[src/rtl/fsram_pkg.sv]
// ---------------------------------------------------------------------------
// fsram_pkg
// Shared constants and types for the feature-SRAM access controller.
//   ADDR_W   : word address width per macro
//   DATA_W   : data width per macro
//   DEPTH    : words per macro (length of the zero-fill sweep)
//   CNT_W    : clear counter width (one bit wider than the address)
//   CNT_LAST : last address written by the zero-fill sweep
//   state_t  : init FSM states (ST_IDLE, ST_CLEAR, ST_DONE)
// ---------------------------------------------------------------------------
package fsram_pkg;

  localparam int ADDR_W = 11;
  localparam int DATA_W = 16;
  localparam int DEPTH  = 2048;
  localparam int CNT_W  = ADDR_W + 1;

  localparam logic [CNT_W-1:0] CNT_LAST = CNT_W'(DEPTH - 1);

  typedef enum logic [1:0] {
    ST_IDLE  = 2'd0,
    ST_CLEAR = 2'd1,
    ST_DONE  = 2'd2
  } state_t;

endpackage : fsram_pkg

[src/rtl/fsram_rr_arb2.sv]
// ---------------------------------------------------------------------------
// fsram_rr_arb2
// Two-requester round-robin arbiter for the shared write port.
//   clk, rst_n : clock, asynchronous active-low reset
//   en         : arbitration enabled (no grants while low)
//   req_ld     : loader request
//   req_wb     : write-back request
//   gnt_ld     : loader granted this cycle (combinational)
//   gnt_wb     : write-back granted this cycle (combinational)
// At most one grant per cycle. When both request, the requester that was not
// granted last wins. The priority pointer moves only when a grant is issued,
// and comes out of reset favouring the loader.
// ---------------------------------------------------------------------------
module fsram_rr_arb2 (
  input  logic clk,
  input  logic rst_n,
  input  logic en,
  input  logic req_ld,
  input  logic req_wb,
  output logic gnt_ld,
  output logic gnt_wb
);

  // 1: loader wins a tie, 0: write-back wins a tie
  logic prio_ld_reg;
  logic prio_ld_next;

  assign gnt_ld = en & req_ld & (~req_wb | prio_ld_reg);
  assign gnt_wb = en & req_wb & (~req_ld | ~prio_ld_reg);

  always_comb begin
    prio_ld_next = prio_ld_reg;
    if (gnt_ld) begin
      prio_ld_next = 1'b0;
    end else if (gnt_wb) begin
      prio_ld_next = 1'b1;
    end
  end

  always_ff @(posedge clk or negedge rst_n) begin
    if (!rst_n) begin
      prio_ld_reg <= 1'b1;
    end else begin
      prio_ld_reg <= prio_ld_next;
    end
  end

endmodule : fsram_rr_arb2

[src/rtl/fsram_access_ctrl.sv]
// ---------------------------------------------------------------------------
// fsram_access_ctrl
// Sequencer/arbiter in front of SRAM_NUM dual-port 2048x16 feature SRAM macros.
//   clk, rst_n             : clock (port B macros run on ~clk), async active-low reset
//   init_start/busy/done   : zero-fill sweep control and status
//   ld_* / wb_*            : two write requesters sharing port A (valid/ready,
//                            common address, per-lane mask, per-lane data)
//   rd_valid/ready/addr    : read request on port B
//   rd_data_valid/rd_data  : read return, one cycle after acceptance
//   CENA/WENA/AA/DA        : registered port A (write-only) macro controls
//   CENB/WENB/AB/DB/QB     : port B (read-only) macro controls and read data
// Lane i of every packed data bus lives at [(i+1)*DATA_W-1 -: DATA_W].
// ---------------------------------------------------------------------------
module fsram_access_ctrl
  import fsram_pkg::*;
#(
  parameter int SRAM_NUM = 8
) (
  input  logic                         clk,
  input  logic                         rst_n,
  input  logic                         init_start,
  output logic                         init_busy,
  output logic                         init_done,
  input  logic                         ld_valid,
  output logic                         ld_ready,
  input  logic [ADDR_W-1:0]            ld_addr,
  input  logic [SRAM_NUM-1:0]          ld_mask,
  input  logic [SRAM_NUM*DATA_W-1:0]   ld_data,
  input  logic                         wb_valid,
  output logic                         wb_ready,
  input  logic [ADDR_W-1:0]            wb_addr,
  input  logic [SRAM_NUM-1:0]          wb_mask,
  input  logic [SRAM_NUM*DATA_W-1:0]   wb_data,
  input  logic                         rd_valid,
  output logic                         rd_ready,
  input  logic [ADDR_W-1:0]            rd_addr,
  output logic                         rd_data_valid,
  output logic [SRAM_NUM*DATA_W-1:0]   rd_data,
  output logic                         CENA,
  output logic [SRAM_NUM-1:0]          WENA,
  output logic [SRAM_NUM*ADDR_W-1:0]   AA,
  output logic [SRAM_NUM*DATA_W-1:0]   DA,
  output logic                         CENB,
  output logic [SRAM_NUM-1:0]          WENB,
  output logic [SRAM_NUM*ADDR_W-1:0]   AB,
  output logic [SRAM_NUM*DATA_W-1:0]   DB,
  input  logic [SRAM_NUM*DATA_W-1:0]   QB
);

  // -------------------------------------------------------------------------
  // Init FSM and clear counter
  // -------------------------------------------------------------------------
  state_t           state_reg, state_next;
  logic [CNT_W-1:0] cnt_reg, cnt_next;
  logic             in_idle;
  logic             in_clear;

  assign in_idle  = (state_reg == ST_IDLE);
  assign in_clear = (state_reg == ST_CLEAR);

  always_comb begin
    state_next = state_reg;
    cnt_next   = cnt_reg;
    case (state_reg)
      ST_IDLE: begin
        if (init_start) begin
          state_next = ST_CLEAR;
          cnt_next   = '0;
        end
      end
      ST_CLEAR: begin
        // Counter parks on the last address instead of wrapping.
        if (cnt_reg == CNT_LAST) begin
          state_next = ST_DONE;
        end else begin
          cnt_next = cnt_reg + 1'b1;
        end
      end
      ST_DONE: begin
        state_next = ST_IDLE;
      end
      default: begin
        state_next = ST_IDLE;
      end
    endcase
  end

  always_ff @(posedge clk or negedge rst_n) begin
    if (!rst_n) begin
      state_reg <= ST_IDLE;
      cnt_reg   <= '0;
    end else begin
      state_reg <= state_next;
      cnt_reg   <= cnt_next;
    end
  end

  // -------------------------------------------------------------------------
  // Port A arbitration (only while idle)
  // -------------------------------------------------------------------------
  logic gnt_ld;
  logic gnt_wb;

  fsram_rr_arb2 u_arb (
    .clk    (clk),
    .rst_n  (rst_n),
    .en     (in_idle),
    .req_ld (ld_valid),
    .req_wb (wb_valid),
    .gnt_ld (gnt_ld),
    .gnt_wb (gnt_wb)
  );

  assign ld_ready = gnt_ld;
  assign wb_ready = gnt_wb;
  assign rd_ready = in_idle;

  // -------------------------------------------------------------------------
  // Port A write mux: clear sweep has precedence, then the granted requester
  // -------------------------------------------------------------------------
  logic [ADDR_W-1:0]          wr_addr;
  logic [SRAM_NUM-1:0]        wr_mask;
  logic [SRAM_NUM*DATA_W-1:0] wr_data;
  logic                       wr_fire;

  always_comb begin
    wr_addr = ld_addr;
    wr_mask = ld_mask;
    wr_data = ld_data;
    wr_fire = 1'b0;
    if (in_clear) begin
      wr_addr = cnt_reg[ADDR_W-1:0];
      wr_mask = '1;
      wr_data = '0;
      wr_fire = 1'b1;
    end else if (gnt_wb) begin
      wr_addr = wb_addr;
      wr_mask = wb_mask;
      wr_data = wb_data;
      wr_fire = 1'b1;
    end else if (gnt_ld) begin
      wr_fire = 1'b1;
    end
  end

  // Addresses are common to all lanes; replicate per macro.
  logic [SRAM_NUM*ADDR_W-1:0] aa_rep;
  logic [SRAM_NUM*ADDR_W-1:0] ab_rep;

  generate
    for (genvar gi = 0; gi < SRAM_NUM; gi++) begin : g_addr_rep
      assign aa_rep[gi*ADDR_W +: ADDR_W] = wr_addr;
      assign ab_rep[gi*ADDR_W +: ADDR_W] = rd_addr;
    end
  endgenerate

  logic                       cena_reg, cena_next;
  logic [SRAM_NUM-1:0]        wena_reg, wena_next;
  logic [SRAM_NUM*ADDR_W-1:0] aa_reg, aa_next;
  logic [SRAM_NUM*DATA_W-1:0] da_reg, da_next;

  always_comb begin
    cena_next = 1'b1;
    wena_next = '1;
    aa_next   = aa_reg;
    da_next   = da_reg;
    if (wr_fire) begin
      // A zero mask still takes the slot: enable low, no lane written.
      cena_next = 1'b0;
      wena_next = ~wr_mask;
      aa_next   = aa_rep;
      da_next   = wr_data;
    end
  end

  always_ff @(posedge clk or negedge rst_n) begin
    if (!rst_n) begin
      cena_reg <= 1'b1;
      wena_reg <= '1;
      aa_reg   <= '0;
      da_reg   <= '0;
    end else begin
      cena_reg <= cena_next;
      wena_reg <= wena_next;
      aa_reg   <= aa_next;
      da_reg   <= da_next;
    end
  end

  // -------------------------------------------------------------------------
  // Port B read and return pipe
  // Accept at edge t drives CENB/AB; the macro samples on the falling edge
  // inside the following cycle, so QB is stable for capture at edge t+1.
  // -------------------------------------------------------------------------
  logic                       rd_accept;
  logic                       cenb_reg;
  logic [SRAM_NUM*ADDR_W-1:0] ab_reg;
  logic                       rd_pend_reg;
  logic                       rd_data_valid_reg;
  logic [SRAM_NUM*DATA_W-1:0] rd_data_reg;

  assign rd_accept = rd_valid & rd_ready;

  always_ff @(posedge clk or negedge rst_n) begin
    if (!rst_n) begin
      cenb_reg          <= 1'b1;
      ab_reg            <= '0;
      rd_pend_reg       <= 1'b0;
      rd_data_valid_reg <= 1'b0;
      rd_data_reg       <= '0;
    end else begin
      cenb_reg          <= ~rd_accept;
      rd_pend_reg       <= rd_accept;
      rd_data_valid_reg <= rd_pend_reg;
      if (rd_accept) begin
        ab_reg <= ab_rep;
      end
      if (rd_pend_reg) begin
        rd_data_reg <= QB;
      end
    end
  end

  // -------------------------------------------------------------------------
  // Init status flags, aligned with the registered port A activity
  // -------------------------------------------------------------------------
  logic init_busy_reg;
  logic init_done_reg;

  always_ff @(posedge clk or negedge rst_n) begin
    if (!rst_n) begin
      init_busy_reg <= 1'b0;
      init_done_reg <= 1'b0;
    end else begin
      init_busy_reg <= in_clear;
      init_done_reg <= (state_reg == ST_DONE);
    end
  end

  assign init_busy     = init_busy_reg;
  assign init_done     = init_done_reg;
  assign rd_data_valid = rd_data_valid_reg;
  assign rd_data       = rd_data_reg;
  assign CENA          = cena_reg;
  assign WENA          = wena_reg;
  assign AA            = aa_reg;
  assign DA            = da_reg;
  assign CENB          = cenb_reg;
  assign WENB          = '1;
  assign AB            = ab_reg;
  assign DB            = '0;

endmodule : fsram_access_ctrl

[config.mk]
export PLATFORM = sky130hd
export DESIGN_NAME = fsram_access_ctrl
export DESIGN_NICKNAME = d
export VERILOG_FILES = /design/src/rtl/fsram_pkg.sv /design/src/rtl/fsram_rr_arb2.sv /design/src/rtl/fsram_access_ctrl.sv
export SDC_FILE = /design/constraint.sdc
export NUM_CORES = 1
export LEC_CHECK = 0
export BUFFER_PORTS_ARGS = -buffer_cell sky130_fd_sc_hd__buf_2
export CAP_MARGIN = 10
export CORE_AREA = 10 10 394 396
export DETAILED_ROUTE_END_ITERATION = 16
export DIE_AREA = 0 0 404 406
export GPL_ROUTABILITY_DRIVEN = 0
export SLEW_MARGIN = 20
export SYNTH_ARGS = -nofsm -noshare
export SYNTH_HDL_FRONTEND = slang
export SYNTH_SLANG_ARGS = --single-unit
[constraint.sdc]
create_clock -name clk -period 2.3 [get_ports clk]
set_input_delay 0.345 -clock clk [delete_from_list [all_inputs] [get_ports clk]]
set_output_delay 0.345 -clock clk [all_outputs]
set_load 0.02 [all_outputs]
# After elaboration in Yosys (flattened, before gate mapping)
# Cells that the tools add are included.
[totals]
register_bits = 461
input_bits = 439
[op_classes]
add_sub_neg = 1
n_eq_ne = 6
mux = 19
bitwise = 12
n_reduce_logical = 5
[ops]
columns = ["op", "count"]
rows = [
  ["$mux 128", 2],
  ["$mux 12", 2],
  ["$mux 8", 3],
  ["$pmux 12 s2", 1],
  ["$mux 11", 2],
  ["$add 12x1->12 const B", 1],
  ["$eq 12x11->1 const B", 1],
  ["$not 8->8", 1],
  ["$mux 1", 6],
  ["$and 1x1->1", 5],
  ["$mux 2", 2],
  ["$ne 2x2->1 const B", 2],
  ["$not 1->1", 4],
  ["$pmux 2 s2", 1],
  ["$reduce_bool 2->1", 2],
  ["$reduce_and 3->1", 1],
  ["$eq 2x1->1 const B", 1],
  ["$eq 2x2->1 const B", 1],
  ["$logic_not 2->1", 1],
  ["$ne 2x1->1 const B", 1],
  ["$or 1x1->1", 2],
  ["$reduce_and 2->1", 1],
]

# Logic depth before layout (Yosys ltp)
# Gate-level depths: netlist (run 1).
[logic_depth]
ltp_word = 7
ltp_mapped = 7
mapped_depth_nobuf = 5

# By module
# A second synthesis (run 1) with hierarchy kept.
[hier_totals]
cells_unflattened = 1477
hier_area_um2 = 15566.2
[modules_own_cells]
columns = ["module", "n_inst", "cells_each", "area_each_um2", "seq_area_each_um2"]
rows = [
  ["fsram_access_ctrl", 1, 1469, 15503.6, 7669.9],
  ["fsram_rr_arb2", 1, 8, 62.6, 26.3],
]

# Worst setup path after synthesis (run 1)
# No wires, ideal clock.
[synth_timing]
path_type = "reg-to-reg"
start = "register state_reg[0]"
end = "register aa_reg[85] (netlist: AA[85])"
arrival_ns = 1.419
setup_slack_ns = 0.746
stages_incl_launch_ff = 8
n_path_buf = 3
path_cell_list = "dfrtp_1 nor2_4 o21ai_2 buf_4 buf_4 buf_4 nand3_1 o211ai_1"
[synth_between]
elab_chain_len = 6
[synth_lines]
columns = ["element", "line_no", "rtl"]
rows = [
  ["from (decl)", "fsram_access_ctrl.sv:53", "state_t state_reg, state_next;"],
  ["from (signal assigned)", "fsram_access_ctrl.sv:93", "state_reg <= state_next;"],
  ["$logic_not 2->1 (*)", "fsram_access_ctrl.sv:58", "assign in_idle = (state_reg == ST_IDLE);"],
  ["via rd_ready", "fsram_access_ctrl.sv:35", "output logic rd_ready,"],
  ["$and 1x1->1 (2 in a row)", "fsram_rr_arb2.sv:28", "assign gnt_ld = en & req_ld & (~req_wb | prio_ld_reg);"],
  ["$mux 1", "fsram_access_ctrl.sv:141", "end else if (gnt_ld) begin"],
  ["$mux 1", "fsram_access_ctrl.sv:136", "end else if (gnt_wb) begin"],
  ["$mux 1", "fsram_access_ctrl.sv:131", "if (in_clear) begin"],
  ["to (signal assigned)", "fsram_access_ctrl.sv:185", "aa_reg <= aa_next;"],
  ["to (decl)", "fsram_access_ctrl.sv:159", "logic [SRAM_NUM*ADDR_W-1:0] aa_reg, aa_next;"],
]
# The timed path passes the listed nets; every way through them passes the cells marked *.
# A chain may end at the register's enable or synchronous reset.

# Final worst setup path (run 1)
[layout_timing]
start = "register state_reg[0]"
end = "register da_reg[20] (netlist: DA[20])"
[layout_between]
elab_chain_len = 6
[layout_lines]
columns = ["element", "line_no", "rtl"]
rows = [
  ["$logic_not 2->1", "fsram_access_ctrl.sv:58", ""],
  ["$and 1x1->1 (2 in a row)", "fsram_rr_arb2.sv:28", ""],
  ["$mux 1", "fsram_access_ctrl.sv:141", ""],
  ["$mux 1", "fsram_access_ctrl.sv:136", ""],
  ["$mux 1", "fsram_access_ctrl.sv:131", ""],
  ["to (signal assigned)", "fsram_access_ctrl.sv:186", "da_reg <= da_next;"],
  ["to (decl)", "fsram_access_ctrl.sv:160", "logic [SRAM_NUM*DATA_W-1:0] da_reg, da_next;"],
]
# Several ways; a longest one is shown, not always the timed one.

==> results of run 1 <==
==> kinds of logic (layout without fill, tap and decap cells) <==
group,after synthesis,count (layout),synth area share (%)
buffers and inverters,379,1239,17.18
other,2,160,0.04886
and+or+nand+nor,190,190,6.464
AOI/OAI and AO/OA,179,179,6.391
DFF,307,307,50.07
muxes,285,285,19.76
adders and majority gates,1,1,0.08139
==> metal layers <==
metal	track usage [%]	routed length, um	vias up
li1	-	-	6210
met1	13.45	39850	6795
met2	18.16	45520	789
met3	4.626	9076	181
met4	3.938	4093	12
met5	0	77	-
==> worst paths after layout <==
check                           slack (ps)  depth (start not counted)               from                 to
max in group asynchronous             1210                          4              rst_n        rd_data[15]
worst min register to register         480                          2  u_arb.prio_ld_reg  u_arb.prio_ld_reg
min in group asynchronous              270                          2              rst_n            DA[121]
worst max register to register         130                          6       state_reg[0]             DA[20]
worst min-delay path                    50                          3        wb_data[96]             DA[96]
worst max-delay path                   130                          6       state_reg[0]             DA[20]
==> what timing repair did <==
action                                  4_1_cts  5_1_grt
hold buffers                                224        1
resized for setup                             0        1
endpoints found under the hold margin       222        1
endpoints found under the setup margin        0        3
==> worst register-to-register path, stage by stage (launching register included) <==
cell and delay [ps]:
dfrtp_1 460, nor2_4 240, nand3_4 240, buf_12 270, mux2i_1 210, dlygate4sd3_1 580
o21ai_1 60
==> cell type report <==
cell class	count	area [um2]
multi-input combinational	791	5559
clock buffer	54	1092
sequential	307	7700
clock inverter	17	212.7
timing repair buffer	1161	7284
inverter	7	26.28
tap	1930	2415
fill	16490	122800
antenna	24	60.06
==> power by group <==
part / leakage, nW / switching (mW) / internal [mW]
combinational: 8.09 / 3.22 / 1.74
sequential: 3.98 / 0.795 / 5.91
clock: 0.646 / 2.70 / 3.71
==> synth_stat cells (all sizes together), types with 2 or more instances <==
master and n:
inv 6, a31oi 6, dfrtp 296, a21oi 12, buf 344, dfstp 11, o21ai 139, clkbuf 28
nand2 22, nand3 144, nor2b 2, mux2i 138, nand4 2, mux2 147, o211ai 12, nor3 3
nor2 8, conb 2, or3 4, o21a 3
==> impl_metrics.json, run 1 <==
{
  "drc": 0,
  "syn-instance-count": 1343,
  "min_path_type": "in -> reg",
  "utilization_pct": 16.55,
  "placed_cells": 3971,
  "layout_commonest_cell": "buf_2",
  "start_util_pct": 10.45,
  "timing.fmax_ghz": 0.4612,
  "grt_pass1_wl_um": 127900,
  "wl_per_cell_um": 22.98,
  "crit_family": "buffers and inverters",
  "insertion_delay_ps": 590,
  "root_buffer": "clkbuf_16",
  "period_needed_ps": 2168,
  "clk_pin_slew_ps": 60,
  "fin_skew_ps": 12.03,
  "cp-start-kind": "flip-flop",
  "num_io_pins": 1023,
  "place_ws_ps": 281.8,
  "clockBufferDepth": 3,
  "total_power_mw": 18.07,
  "coreArea_um2": 147100,
  "avgSynthCellArea_um2": 11.44,
  "cts_made_buffers": 39,
  "gr-total-overflow": 0,
  "critPathMaxFanout": 31,
  "p_per_area_nw_per_um2": 742.1,
  "postCtsSetupBuffers": 0,
  "dieArea_um2": 164000,
  "slowest_stage": "dlygate4sd3_1",
  "final_layout_size_suffix_gt1_share_pct": 49.81,
  "crit_path_end_kind": "flip-flop",
  "synth-seq-area-share_pct": 50.07,
  "worst_pin_slew_ps": 670.9,
  "tns_ps": 0,
  "drv_cap": 0,
  "design_area_um2": 24350,
  "async_flop_share_pct": 100.0,
  "finalWorstSetupSlack_ps": 131.9,
  "crit_arrival_ps": 2640,
  "vias": 13990,
  "grt_setup_unrepaired": "no",
  "cp_num_buf_inv": 2,
  "antenna_found_initial": 91,
  "die_y_um": 406,
  "slew_violations": 0,
  "worst_hold_slack_ps": 45.61,
  "cts.sinks": 307,
  "drt-initial-drc-count": 767,
  "slowest_delay_ps": 580,
  "setup_violations": 0,
  "ant_nets": 0,
  "critPathKind": "reg -> reg",
  "io_buffers": 886,
  "ys_ff_latch": 307,
  "viasPerCell": 3.260,
  "layout_common_cells": "buf_2, dfrtp_1, dlygate4sd3_1",
  "synth_area_um2": 15370,
  "drt_pass1_iterations": 5,
  "rows": 141,
  "hpwl_um": 84140,
  "hold_viol": 0,
  "synth_edf_count": 0,
  "htree_levels": 2,
  "yosys.area.top_type": "dfrtp_1",
  "grt_pass1_vias": 14650,
  "ys_warn_count": 0,
  "ir_drop_mv": 0.4266,
  "cts_tree": "done",
  "syn2layout_area_growth_pct": 58.43,
  "fin_nets": 2747,
  "placed_cell_area_um2": 20730,
  "slew_headroom_pct": 55.27,
  "die_x_um": 404,
  "routed_wl_um": 98630,
  "instances_no_fill": 4291,
  "finalCritPeriodShare_pct": 94.27,
  "yosys.area.top_type_share_pct": 48.19,
  "worstPathRequired_ps": 2780,
  "grt_max_degree": 93,
  "synthFlopType": "dfrtp_1",
  "synthTopCellsByArea": "dfrtp_1, buf_4, mux2_2",
  "yosys.cell_types.count": 44,
  "grtUsageTotal_pct": 11.27,
  "leakagePower_nw": 12.72,
  "status": "complete, no violations",
  "cp_cell_sequence": "nor2_4 -> nand3_4 -> buf_12 -> mux2i_1 -> dlygate4sd3_1 -> o21ai_1"
}
(Power assumes the default switching activity.)
==> inputs of run 2 (changes only) <==
==> constraint.sdc (replaced) <==
create_clock -name clk -period 2.5 [get_ports clk]
set_input_delay 0.375 -clock clk [delete_from_list [all_inputs] [get_ports clk]]
set_output_delay 0.375 -clock clk [all_outputs]
set_load 0.02 [all_outputs]
==> run 2 against run 1 <==
Register-to-register slack improved by 110 ps. Cell count shrank 2.8%. Final area decreased by 4.2%. First-iteration DRC count up 14%. Clock skew rose by 3.3 ps. Sequential share of layout area up 1.4 points. Highest routed layer unchanged. Via count fell by 2.3%. Non-clock buffer count shrank 108.
==> impl_metrics.json, run 2 (synthesis gave the netlist of run 1 again) <==
{
  "clk_pin_slew_ps": 50,
  "clockBufferDepth": 3,
  "drt-initial-drc-count": 871,
  "slew_headroom_pct": 31.63,
  "period_needed_ps": 2316,
  "timing.fmax_ghz": 0.4317,
  "reg2reg_to": "AA[86]",
  "dieArea_um2": 164000,
  "rows": 141,
  "vias": 13660,
  "drv_cap": 0,
  "antenna_found_initial": 92,
  "placed_cell_area_um2": 20670,
  "layout_common_cells": "buf_2, dfrtp_1, nand3_1",
  "ir_drop_mv": 0.3877,
  "ff2ff_path_depth": 5,
  "hpwl_um": 83940,
  "grt_max_degree": 94,
  "tns_ps": 0,
  "cp_num_buf_inv": 3,
  "die_x_um": 404,
  "routed_wl_um": 97700,
  "hold_end": "rd_data[59]",
  "setup_violations": 0,
  "syn2layout_area_growth_pct": 51.73,
  "cp-start-kind": "flip-flop",
  "p_per_area_nw_per_um2": 708.3,
  "grtUsageTotal_pct": 11.13,
  "ant_nets": 0,
  "final_layout_size_suffix_gt1_share_pct": 51.68,
  "leakagePower_nw": 12.26,
  "slowest_delay_ps": 460,
  "die_y_um": 406,
  "fin_nets": 2639,
  "coreArea_um2": 147100,
  "design_area_um2": 23320,
  "cp_cell_sequence": "nor2_4 -> nand3_4 -> buf_16 -> clkinv_1 -> buf_2",
  "crit_family": "buffers and inverters",
  "rrSetupSlack_ps": 240,
  "fin_skew_ps": 15.37,
  "hold_viol": 0,
  "min_path_type": "in -> reg",
  "num_io_pins": 1023,
  "worstPathRequired_ps": 2120,
  "insertion_delay_ps": 590,
  "grt_setup_unrepaired": "no",
  "wl_per_cell_um": 23.42,
  "gr-total-overflow": 0,
  "critPathMaxFanout": 29,
  "viasPerCell": 3.274,
  "hold_path_depth": 2,
  "drt_pass1_iterations": 5,
  "grt_pass1_wl_um": 126700,
  "start_util_pct": 10.45,
  "crit_arrival_ps": 1940,
  "worst_pin_slew_ps": 997.0,
  "crit_path_end_kind": "primary output",
  "cts.sinks": 307,
  "cts_made_buffers": 39,
  "root_buffer": "clkbuf_16",
  "drc": 0,
  "min-delay-start": "QB[59]",
  "grt_pass1_vias": 14260,
  "slowest_stage": "dfrtp_1",
  "setup.worst_path.start": "state_reg[0]",
  "slew_violations": 0,
  "critPathKind": "reg -> out",
  "layout_commonest_cell": "buf_2",
  "cts_tree": "done",
  "htree_levels": 2,
  "finalCritPeriodShare_pct": 92.65,
  "io_buffers": 886,
  "r2r-start": "state_reg[0]",
  "postCtsSetupBuffers": 0,
  "status": "complete, no violations"
}
## run 2: changes by cell type in the layout (fill, tap and decap cells not counted), moves of 2 or more
cell           delta
buf_4            -11
diode_2          -11
inv_6             -2
clkinv_2          -4
dlygate4sd3_1    -99
clkinvlp_4        +3
clkbuf_1          +2
## run 2: area by class of cell
cell class,count,area [um2]
Fill cell,16580,123800
Sequential cell,307,7700
Timing Repair Buffer,1053,6264
Multi-Input combinational cell,791,5558
Tap cell,1930,2415
Clock buffer,55,1086
Clock inverter,16,239.0
Antenna cell,13,32.53
Inverter,7,26.28
## run 2: per-stage QoR
| step | std cells | worst slack (ps) | util (%) | hold slack (ps) | total power, mW |
|---|---|---|---|---|---|
| finish | 4172 | 183.7 | 15.85 | 53.35 | 16.52 |
| global route | 4164 | 22.90 | 15.84 | 13.16 | 17.31 |
| CTS | 4158 | 45.15 | 15.81 | 0.1406 | 16.88 |
| detailed placement | 3961 | 362.3 | 14.05 | 336.7 | 10.56 |
| global placement | 3961 | 428.9 | 14.05 | 330.5 | 10.51 |
| floorplan | 1477 | 945.6 | - | 79.41 | 9.236 |
## run 2: timing repair
action                     CTS  global route
hold buffers               126             0
hold endpoints to repair   159             0
resized for setup            0             1
setup endpoints to repair    0             1
## run 2: worst max-delay path by stage
stage / to / depth (start not counted)
after floorplan: AA[85] / 7
after global placement: AA[86] / 6
after detailed placement: AA[86] / 5
after CTS: wb_ready / 5
after global routing: wb_ready / 5
final: wb_ready / 5
## run 2: metal layers
| metal | vias up | track usage [%] | routed length [um] |
|---|---|---|---|
| li1 | 5977 | - | - |
| met1 | 6660 | 13.53 | 39530 |
| met2 | 828 | 18.39 | 45750 |
| met3 | 186 | 4.163 | 9065 |
| met4 | 10 | 2.962 | 3284 |
| met5 | - | 0 | 63 |
## run 2: where the power goes
part	leakage (nW)	switching (mW)	internal [mW]
registers	3.98	0.724	5.43
clock network	0.637	2.46	3.49
logic	7.64	2.90	1.50
total	12.3	6.09	10.4
